[src/rtl/serial_adder_seq.sv]
// Bit-serial adder: S = A + B + Cin computed LSB-first over WIDTH cycles
// with one full-adder cell and a carry flip-flop, behind a start/done handshake.
module serial_adder_seq #(
  parameter int unsigned WIDTH = 8
) (
  input  logic             clk,
  input  logic             rst_n,
  input  logic             start,
  input  logic [WIDTH-1:0] A,
  input  logic [WIDTH-1:0] B,
  input  logic             Cin,
  output logic             busy,
  output logic             done,
  output logic [WIDTH-1:0] S,
  output logic             Cout
);

  localparam int unsigned CntW = $clog2(WIDTH) + 1;

  typedef enum logic [1:0] {StIdle, StShift, StDone} state_e;

  state_e          state;
  logic [WIDTH-1:0] areg, breg, sreg, sreg_next;
  logic            carry, sum_bit, carry_next;
  logic [CntW-1:0] cnt;

  // Full-adder cell on the current LSBs
  assign sum_bit    = areg[0] ^ breg[0] ^ carry;
  assign carry_next = (areg[0] & breg[0]) | (carry & (areg[0] ^ breg[0]));

  // Sum bits enter at the MSB so the LSB lands at bit 0 after WIDTH shifts
  if (WIDTH == 1) begin : g_w1
    assign sreg_next = sum_bit;
  end else begin : g_wn
    assign sreg_next = {sum_bit, sreg[WIDTH-1:1]};
  end

  always_ff @(posedge clk or negedge rst_n) begin
    if (!rst_n) begin
      state <= StIdle;
      areg  <= '0;
      breg  <= '0;
      sreg  <= '0;
      carry <= 1'b0;
      cnt   <= '0;
      busy  <= 1'b0;
      done  <= 1'b0;
      S     <= '0;
      Cout  <= 1'b0;
    end else begin
      unique case (state)
        StIdle: begin
          if (start) begin
            areg  <= A;
            breg  <= B;
            carry <= Cin;
            cnt   <= '0;
            sreg  <= '0;
            busy  <= 1'b1;
            state <= StShift;
          end
        end
        StShift: begin
          carry <= carry_next;
          sreg  <= sreg_next;
          areg  <= areg >> 1;
          breg  <= breg >> 1;
          cnt   <= cnt + 1'b1;
          if (cnt == CntW'(WIDTH - 1)) begin
            S     <= sreg_next;
            Cout  <= carry_next;
            busy  <= 1'b0;
            done  <= 1'b1;
            state <= StDone;
          end
        end
        StDone: begin
          done  <= 1'b0;
          state <= StIdle;
        end
        default: begin
          busy  <= 1'b0;
          done  <= 1'b0;
          state <= StIdle;
        end
      endcase
    end
  end

endmodule

[config.mk]
export PLATFORM = sky130hd
export DESIGN_NAME = serial_adder_seq
export DESIGN_NICKNAME = d
export VERILOG_FILES = /design/src/rtl/serial_adder_seq.sv
export SDC_FILE = /design/constraint.sdc
export NUM_CORES = 1
export LEC_CHECK = 0
export ABC_AREA = 0
export CORE_ASPECT_RATIO = 0.6
export CORE_UTILIZATION = 40
export CTS_CLUSTER_DIAMETER = 80
export DETAILED_ROUTE_END_ITERATION = 7
export GPL_TIMING_DRIVEN = 1
export PLACE_DENSITY = 0.6
export SKIP_LAST_GASP = 1
export SLEW_MARGIN = 20
export SYNTH_ARGS = -nofsm -noshare
export SYNTH_HDL_FRONTEND = slang
export SYNTH_SLANG_ARGS = --single-unit
[constraint.sdc]
create_clock -name clk -period 2.55 [get_ports clk]
set_clock_uncertainty 0.15 [all_clocks]
set_input_delay 0.6375 -clock clk [delete_from_list [all_inputs] [get_ports clk]]
set_output_delay 0.6375 -clock clk [all_outputs]
set_load 0.03 [all_outputs]
==> results.ini, run 1 <==
[synth]
synth_edf_count = 0
synth_seq_cells = 41
synth-async-reset-ratio_pct = 100
syn_nets = 183
syn_avg_cell_area_sq_um = 11.6
ys_types = 27
synth_seq_area_share_pct = 54.9
yosys_warnings = 0
synth_cells = 161
synthFlopType = dfrtp_1
synth_area_sq_um = 1870

[sta]
fmaxAchievable_ghz = 0.466
min_period_over_period_pct = 84.1
rsz0062_at_grt = no
max-slew-margin-rel_pct = 74.7
hold_viol_final = 0
worst_pin_slew_ns = 0.380
drv_slew = 0
layout_min_cycle_time_ns = 2.14
final.setup.tns_ns = 0
worst_hold_slack_ns = 0.0682
setup_viol = 0

[die]
io_pins = 31
core_sq_um = 4280
die_h_um = 54.9
num_rows = 18
dieArea_sq_um = 4960
die_w_um = 90.2
initial_core_util_pct = 43.7

[global_routing]
grt-ovfl-total = 0
grtUsageTotal_pct = 17.1
grt_max_degree = 25
antenna_found_initial = 0
grt_pass1_vias = 1291
grt_pass1_wl_um = 6380

[clock_network]
path_clk_slew_ns = 0.08
cts.sinks = 41
clock_path_buffers = 2
clk_latency_ns = 0.29
cts_buffers = 5
cts-resized-gates = 0
cts_htree_levels = 2
root_buffer = clkbuf_8
holdBufCountCts = 0
cts_tree = yes
cts_setup_buffers = 0

[setup_path]
slowest_delay_ns = 0.69
slowest_stage = clkdlybuf4s50_1
required_ns = 1.76
path_class = flip-flop to output port
startpoint_type = flip-flop
worstPathMaxFanout = 3
reg2reg_from = cnt[0]$_DFFE_PN0P_
crit_arrival_ns = 1.36
worst-path-buf-inv = 1
crit_chain = clkdlybuf4s50_1
critPathTopFamily = buffers and inverters
end_kind = output port
crit_start = busy$_DFFE_PN0P_

[drt]
wl_per_cell_um = 15.0
drtIter0Drc = 78
drcViolationCount = 0
via_per_inst = 5.25
postRouteAntennaNets = 0
wirelength_um = 3850
vias = 1344
dr.pass1.iters = 4

[power_and_ir_drop]
ir_drop_mv = 0.513
finalPower_uw = 2590
power.static_leakage_uw = 0.00102
pwr_density_cell_nw_per_um2 = 1110

[final_layout]
antennaDiodeCount = 0
area.growth.synth_to_final_pct = 24.4
final_util_pct = 54.3
drive_gt1_share_pct = 14.3
layout.nets = 217
design_area_sq_um = 2320

[worst_hold_path]
hold_path_class = input pin to async pin

[job]
maxCapViolCount = 0

[placement]
gp_congestion = 0.710
portBuffers = 30
dp_hpwl_um = 2660
placed_cell_area_sq_um = 2220

[outcome]
status = finished, final reports clean

-- final cells by class --
cell class              instances  area (sq um)
repair buffers                 39           363
clock inverters                 1          5.00
flip-flops and latches         41          1030
well taps                      60          75.1
multi-input cells             105           748
inverters                       3          11.3
fillers                       392          1950
clock buffers                   7          96.3
-- metrics by stage --
step | instances | setup slack [ns]
CTS | 256 | 0.403
global route | 256 | 0.366
global placement | 248 | 0.570
detailed placement | 248 | 0.489
finish | 256 | 0.406
floorplan | 161 | 0.891
-- layer usage --
metal	GRT usage (%)	share of wire [%]	up-vias
met5	0	0	-
li1	-	-	649
met3	4.92	6.0	5
met2	26.2	43	35
met4	4.84	0.55	0
met1	24.1	50	655
-- synthesized netlist by cell type (2+ instances only) --
library cell	number	area, sq um
dfrtp_1	41	1030
a21oi_1	19	95.1
nor2b_1	18	113
a22oi_1	14	105
o21ai_1	10	50.1
a22o_1	9	78.8
mux2_4	8	120
o21ai_0	7	35.0
buf_2	5	25.0
clkbuf_1	4	15.0
nand2_1	4	15.0
inv_1	3	11.3
nor2_1	3	11.3
and3b_1	2	17.5
buf_6	2	22.5
-- cells in the final DEF, fill, tap and decap left out, drive strengths merged --
| master | Yosys | layout |
|---|---|---|
| clkdlybuf4s50 | 0 | 29 |
| nand2 | 4 | 4 |
| nor2b | 18 | 18 |
| dfrtp | 41 | 41 |
| fa | 1 | 1 |
| o21ai | 17 | 17 |
| and3b | 2 | 2 |
| a21o | 1 | 1 |
| o21bai | 1 | 1 |
| a41oi | 1 | 1 |
| a22o | 9 | 9 |
| ha | 1 | 1 |
| a21oi | 19 | 19 |
| buf | 8 | 10 |
| nand3 | 1 | 1 |
| inv | 3 | 3 |
| nor2 | 3 | 3 |
| clkbuf | 4 | 7 |
| and2 | 1 | 1 |
| o32ai | 1 | 1 |
| mux2 | 10 | 10 |
| clkinv | 0 | 1 |
| a22oi | 14 | 14 |
| a31oi | 1 | 1 |
-- logic make-up (layout without fill, tap and decap cells) --
| kind of cell | count (synthesis) | after routing | share of synthesized area (%) |
|---|---|---|---|
| muxes | 10 | 10 | 7.64 |
| and+or+nand+nor | 29 | 29 | 9.11 |
| adders and majority gates | 2 | 2 | 1.74 |
| DFF | 41 | 41 | 54.9 |
| AOI/OAI and AO/OA | 64 | 64 | 21.6 |
| buffers and inverters | 15 | 50 | 5.02 |
-- report_power, final --
group / switching, uW / internal [uW]
sequential: 203 / 896
clock: 224 / 245
combinational: 499 / 522
-- path summary, 6_finish.rpt --
kind	end	slack, ns	cells after the start
worst max-delay path	busy	0.41	1
max in group asynchronous	areg[7]$_DFFE_PN0P_	1.66	2
worst min-delay path	S[4]$_DFFE_PN0P_	0.07	1
min in group clk	S[1]$_DFFE_PN0P_	0.34	1
worst min register to register	S[1]$_DFFE_PN0P_	0.34	1
worst max register to register	S[1]$_DFFE_PN0P_	0.82	4
-- flip-flops by register name (all words and copies together), names as in the netlist --
signal / count
areg: 8
done: 1
sreg: 7
Cout: 1
busy: 1
state: 2
cnt: 4
breg: 8
S: 8
carry: 1
(Power assumes the default switching activity.)
==> run 2, diff against run 1 <==
Settings changed: PLACE_DENSITY 0.6 to 0.62.
Clock period 2.55 ns to 1.8 ns, I/O delays scaled along.
==> run 2 against run 1 <==
Against the previous run: clock power grew 39%; critical path depth grew 3; non-clock buffer count grew 2; power grew 40%; sequential cell count is the same; sequential power grew 39%; hold slack gained 0.27 ns; setup slack lost 0.32 ns; cell count grew 1.2%; critical path type is now flip-flop to flip-flop; critical endpoint is now S[1]$_DFFE_PN0P_; largest power group unchanged.
==> results.ini, run 2 (synthesis results as in run 1) <==
[outcome]
status = finished, final reports clean

[sta]
max-slew-margin-rel_pct = 72.5
layout_min_cycle_time_ns = 1.72
setup_viol = 0
hold_viol_final = 0
final.setup.tns_ns = 0
fmaxAchievable_ghz = 0.582
rsz0062_at_grt = no
min_period_over_period_pct = 95.4
drv_slew = 0
worst_hold_slack_ns = 0.337
worst_pin_slew_ns = 0.413

[final_layout]
final_common_cell = dfrtp_1
regArea_sq_um = 1030
antennaDiodeCount = 0
n_fill_cell = 375
final_util_pct = 54.9
layout.nets = 220
area.growth.synth_to_final_pct = 25.9
mostFrequentLayoutCells = dfrtp_1 (40), a21oi_1 (19), nor2b_1 (18), clkdlybuf4s50_1 (18), a22oi_1 (14)
reg_top3 = S (8), areg (8), breg (8)
multi_input_area_sq_um = 757
drive_gt1_share_pct = 15.6

[setup_path]
critPathTopFamily = simple AND/OR/NAND/NOR gates
crit_chain = ha_1 -> and3b_1 -> and2_4 -> mux2_1
startpoint_type = flip-flop
slowest_stage = dfrtp_1
end_kind = flip-flop
crit_start = cnt[1]$_DFFE_PN0P_
worst-path-buf-inv = 0
required_ns = 1.82
worstPathMaxFanout = 6
path_class = flip-flop to flip-flop
reg2reg_from = cnt[1]$_DFFE_PN0P_
slowest_delay_ns = 0.40
crit_arrival_ns = 1.74

[job]
maxCapViolCount = 0

[power_and_ir_drop]
pwr_density_cell_nw_per_um2 = 1540
switchingPower_uw = 1320
ir_drop_mv = 0.630
p_comb_share_pct = 39.7
internal_power_uw = 2300
power.static_leakage_uw = 0.00107
sw_frac_of_total_pct = 36.3
p_seq_share_pct = 42.3
clockPowerShare_pct = 18.0

[worst_hold_path]
min-delay-start = done$_DFFE_PN0P_
hold_path_class = flip-flop to flip-flop

[drt]
vias = 1354
wirelength_um = 3950
drcViolationCount = 0
dr.pass1.iters = 4
postRouteAntennaNets = 0
via_per_inst = 5.23
drtIter0Drc = 112
wl_per_cell_um = 15.2

[global_routing]
grt_pass1_wl_um = 6190
grt-ovfl-total = 0
grtUsageTotal_pct = 16.8
grt_max_degree = 25
antenna_found_initial = 0
grt_pass1_vias = 1198

[placement]
gp_congestion = 0.709
dp_hpwl_um = 2620
portBuffers = 30

[clock_network]
root_buffer = clkbuf_8
path_clk_slew_ns = 0.08
clk_latency_ns = 0.29
cts_setup_buffers = 0
cts.sinks = 41
cts_htree_levels = 2
cts_tree = yes
cts_buffers = 5
clock_path_buffers = 2

[die]
die_h_um = 54.9
die_w_um = 90.2
initial_core_util_pct = 43.7
num_rows = 18
dieArea_sq_um = 4960
io_pins = 31
core_sq_um = 4280

-- run 2: cell types whose count changed in the layout (fill, tap and decap cells not counted), sizes merged --
cell,delta
clkdlybuf4s50,-11
dlygate4sd2,+11
and2,+1
buf,+1
dlygate4sd3,+1
-- run 2: layout make-up --
| cell class | count | share of cell area (%) |
|---|---|---|
| Clock buffer | 7 | 4.10 |
| Clock inverter | 1 | 0.213 |
| Inverter | 3 | 0.479 |
| Multi-Input combinational cell | 106 | 32.2 |
| Sequential cell | 41 | 43.7 |
| Tap cell | 60 | 3.19 |
| Timing Repair Buffer | 41 | 16.1 |
-- run 2: timing repair --
| action | in CTS | in global routing |
|---|---|---|
| gates cloned | 0 | 1 |
| setup endpoints to repair | 11 | 9 |
| endpoints found under the hold margin | 17 | 0 |
| gates resized for setup | 11 | 2 |
| hold buffers | 1 | 0 |
-- run 2: power by group through the flow --
| stage | sequential (uW) | combinational, uW | clock, uW |
|---|---|---|---|
| floorplan | 1700 | 848 | 0 |
| global placement | 1520 | 1460 | 0 |
| detailed placement | 1550 | 1500 | 0 |
| CTS | 1530 | 1430 | 668 |
| global route | 1580 | 1570 | 721 |
| finish | 1530 | 1440 | 651 |
-- run 2: final timing paths --
check / to / slack (ns) / cells after the start
max in group asynchronous: cnt[0]$_DFFE_PN0P_ / 0.55 / 3
min in group asynchronous: sreg[3]$_DFFE_PN0P_ / 0.47 / 2
worst min register to register: done$_DFFE_PN0P_ / 0.34 / 1
worst max-delay path: S[1]$_DFFE_PN0P_ / 0.08 / 4
worst min-delay path: done$_DFFE_PN0P_ / 0.34 / 1
worst max register to register: S[1]$_DFFE_PN0P_ / 0.08 / 4
-- run 2: stage by stage --
step                      cells  cell area (sq um)  setup slack [ns]  power, uW
after floorplan             161               1870             0.141       2550
after global placement      249               2240          -0.00966       2980
after detailed placement    249               2240           -0.0902       3050
after CTS                   258               2340            0.0222       3630
after global routing        259               2350           0.00569       3880
final                       259               2350            0.0828       3620
-- run 2: routing by layer --
layer	track usage (%)	vias up	part of all wire (%)
met5	0	-	0
met4	4.03	0	0.46
met3	5.60	2	3.7
met2	23.8	24	43
met1	24.8	672	53
li1	-	656	-
==> run 3, diff against run 2 <==
Settings changed: PLACE_DENSITY 0.62 to 0.65, RECOVER_POWER from default to 25.
==> run 3 against run 2 <==
Against the previous run: sequential power is essentially flat; critical path type unchanged; global-route usage grew 0.78 points; largest power group unchanged; critical path depth is the same; maximum frequency shrank 2.9%; cell count grew 0.39%; largest cell class unchanged; clock-buffer cell count shrank 1; non-clock buffer count grew 1.
==> results.ini, run 3 (synthesis results as in run 1) <==
[drt]
via_per_inst = 5.33
drtIter0Drc = 79
wl_met2_um = 1880
m1WireLength_um = 2010
wl_per_cell_um = 15.7
dr.max_layer_used = met4
wirelength_um = 4080
wl_met3_um = 187
dr.pass1.iters = 4
postRouteAntennaNets = 0
drcViolationCount = 0
vias = 1386

[setup_path]
crit_chain = ha_1 -> and3b_2 -> and2_2 -> mux2_4
r2r_setup_slack_ns = 0.03
reg2reg_from = cnt[0]$_DFFE_PN0P_
startpoint_type = flip-flop
slowest_delay_ns = 0.43
crit_arrival_ns = 1.80
slowest_stage = dfrtp_1
critPathTopFamily = simple AND/OR/NAND/NOR gates
path_class = flip-flop to flip-flop
endpoint = Cout$_DFFE_PN0P_
r2r-end = Cout$_DFFE_PN0P_
required_ns = 1.83
end_kind = flip-flop
worstPathMaxFanout = 5
worst_r2r_path_depth = 4
crit_cells = 4
worst-path-buf-inv = 0
crit_start = cnt[0]$_DFFE_PN0P_

[clock_network]
cts_tree = yes
root_buffer = clkbuf_8
path_clk_slew_ns = 0.08
cts_setup_buffers = 0
cts.sinks = 41
clock_path_buffers = 2
clk_latency_ns = 0.29
cts_buffers = 5
cts_htree_levels = 2

[sta]
rsz0062_at_grt = yes
hold_viol_final = 0
fmaxAchievable_ghz = 0.566
final.setup.tns_ns = 0
worst_hold_slack_ns = 0.340
min_period_over_period_pct = 98.2
max-slew-margin-rel_pct = 70.9
worst_pin_slew_ns = 0.437
setup_viol = 0
layout_min_cycle_time_ns = 1.77
drv_slew = 0

[power_and_ir_drop]
finalPower_uw = 3740
power.static_leakage_uw = 0.00107
ir_drop_mv = 0.659
pwr_density_cell_nw_per_um2 = 1580

[global_routing]
antenna_found_initial = 0
grt_pass1_wl_um = 6600
grt-ovfl-total = 0
grtUsageTotal_pct = 17.6
grt_max_degree = 25
grt_pass1_vias = 1336

[outcome]
status = finished, final reports clean

[die]
num_rows = 18
core_sq_um = 4280
initial_core_util_pct = 43.7
die_w_um = 90.2
die_h_um = 54.9
io_pins = 31
dieArea_sq_um = 4960

[final_layout]
antennaDiodeCount = 0
reg_top3 = S (8), areg (8), breg (8)
mostFrequentLayoutCells = dfrtp_1 (41), a21oi_1 (19), nor2b_1 (18), clkdlybuf4s50_1 (18), a22oi_1 (14)
drive_gt1_share_pct = 16.0
final_common_cell = dfrtp_1
layout.nets = 221
area.growth.synth_to_final_pct = 26.5

[job]
maxCapViolCount = 0

[placement]
gp_congestion = 0.675
portBuffers = 30
dp_hpwl_um = 2670

[worst_hold_path]
hold_path_class = flip-flop to flip-flop

==> run 3: changes by cell type in the layout (fill, tap and decap cells not counted), sizes merged <==
cell	delta
clkinv	-1
clkbuf	+1
bufinv	+1
buf	-1
clkinvlp	+1
==> run 3: timing repair <==
item | CTS | global route
hold buffers | 1 | 0
endpoints found under the setup margin | 11 | 9
resized for setup | 11 | 1
gates cloned | 0 | 1
endpoints found under the hold margin | 17 | 0
==> run 3: how the worst min path moves through the flow <==
stage | start | endpoint | slack [ns] | cells after the start
floorplan | rst_n | Cout$_DFFE_PN0P_ | 0.004 | 0
global placement | rst_n | S[1]$_DFFE_PN0P_ | 0.25 | 1
detailed placement | rst_n | sreg[1]$_DFFE_PN0P_ | 0.26 | 1
CTS | cnt[3]$_DFFE_PN0P_ | cnt[3]$_DFFE_PN0P_ | 0.35 | 1
global route | breg[4]$_DFFE_PN0P_ | breg[4]$_DFFE_PN0P_ | 0.36 | 2
finish | done$_DFFE_PN0P_ | done$_DFFE_PN0P_ | 0.34 | 1
==> run 3: per-stage QoR <==
stage                     setup slack, ns  area, sq um  instances  util [%]
after detailed placement          -0.0901         2250        250      52.6
after floorplan                     0.141         1870        161         -
final                              0.0317         2360        260      55.2
after global placement           -0.00200         2250        250      52.6
after global routing             -0.00633         2360        260      55.2
after CTS                          0.0271         2370        259      55.3
==> run 3: routing by layer <==
layer	global-route usage, %	vias up
met5	0	-
met2	29.3	33
met3	4.23	2
li1	-	655
met4	5.11	0
met1	23.7	696
==> run 3: layout make-up <==
class,count,area [sq um]
fill,390,1920
tap,60,75.1
inverter,3,11.3
clock buffer,6,82.6
sequential,41,1030
timing repair buffer,42,374
multi-input combinational,106,757
clock inverter,2,37.5
==> run 3: power breakdown <==
part / internal (uW) / switching, uW
combinational: 689 / 749
sequential: 1270 / 263
clock: 451 / 320
total: 2410 / 1330
==> run 3: worst reg2reg max path: stages, from the launching register on <==
cell and delay (ns):
dfrtp_1 0.43, ha_1 0.24, and3b_2 0.26, and2_2 0.27
mux2_4 0.31
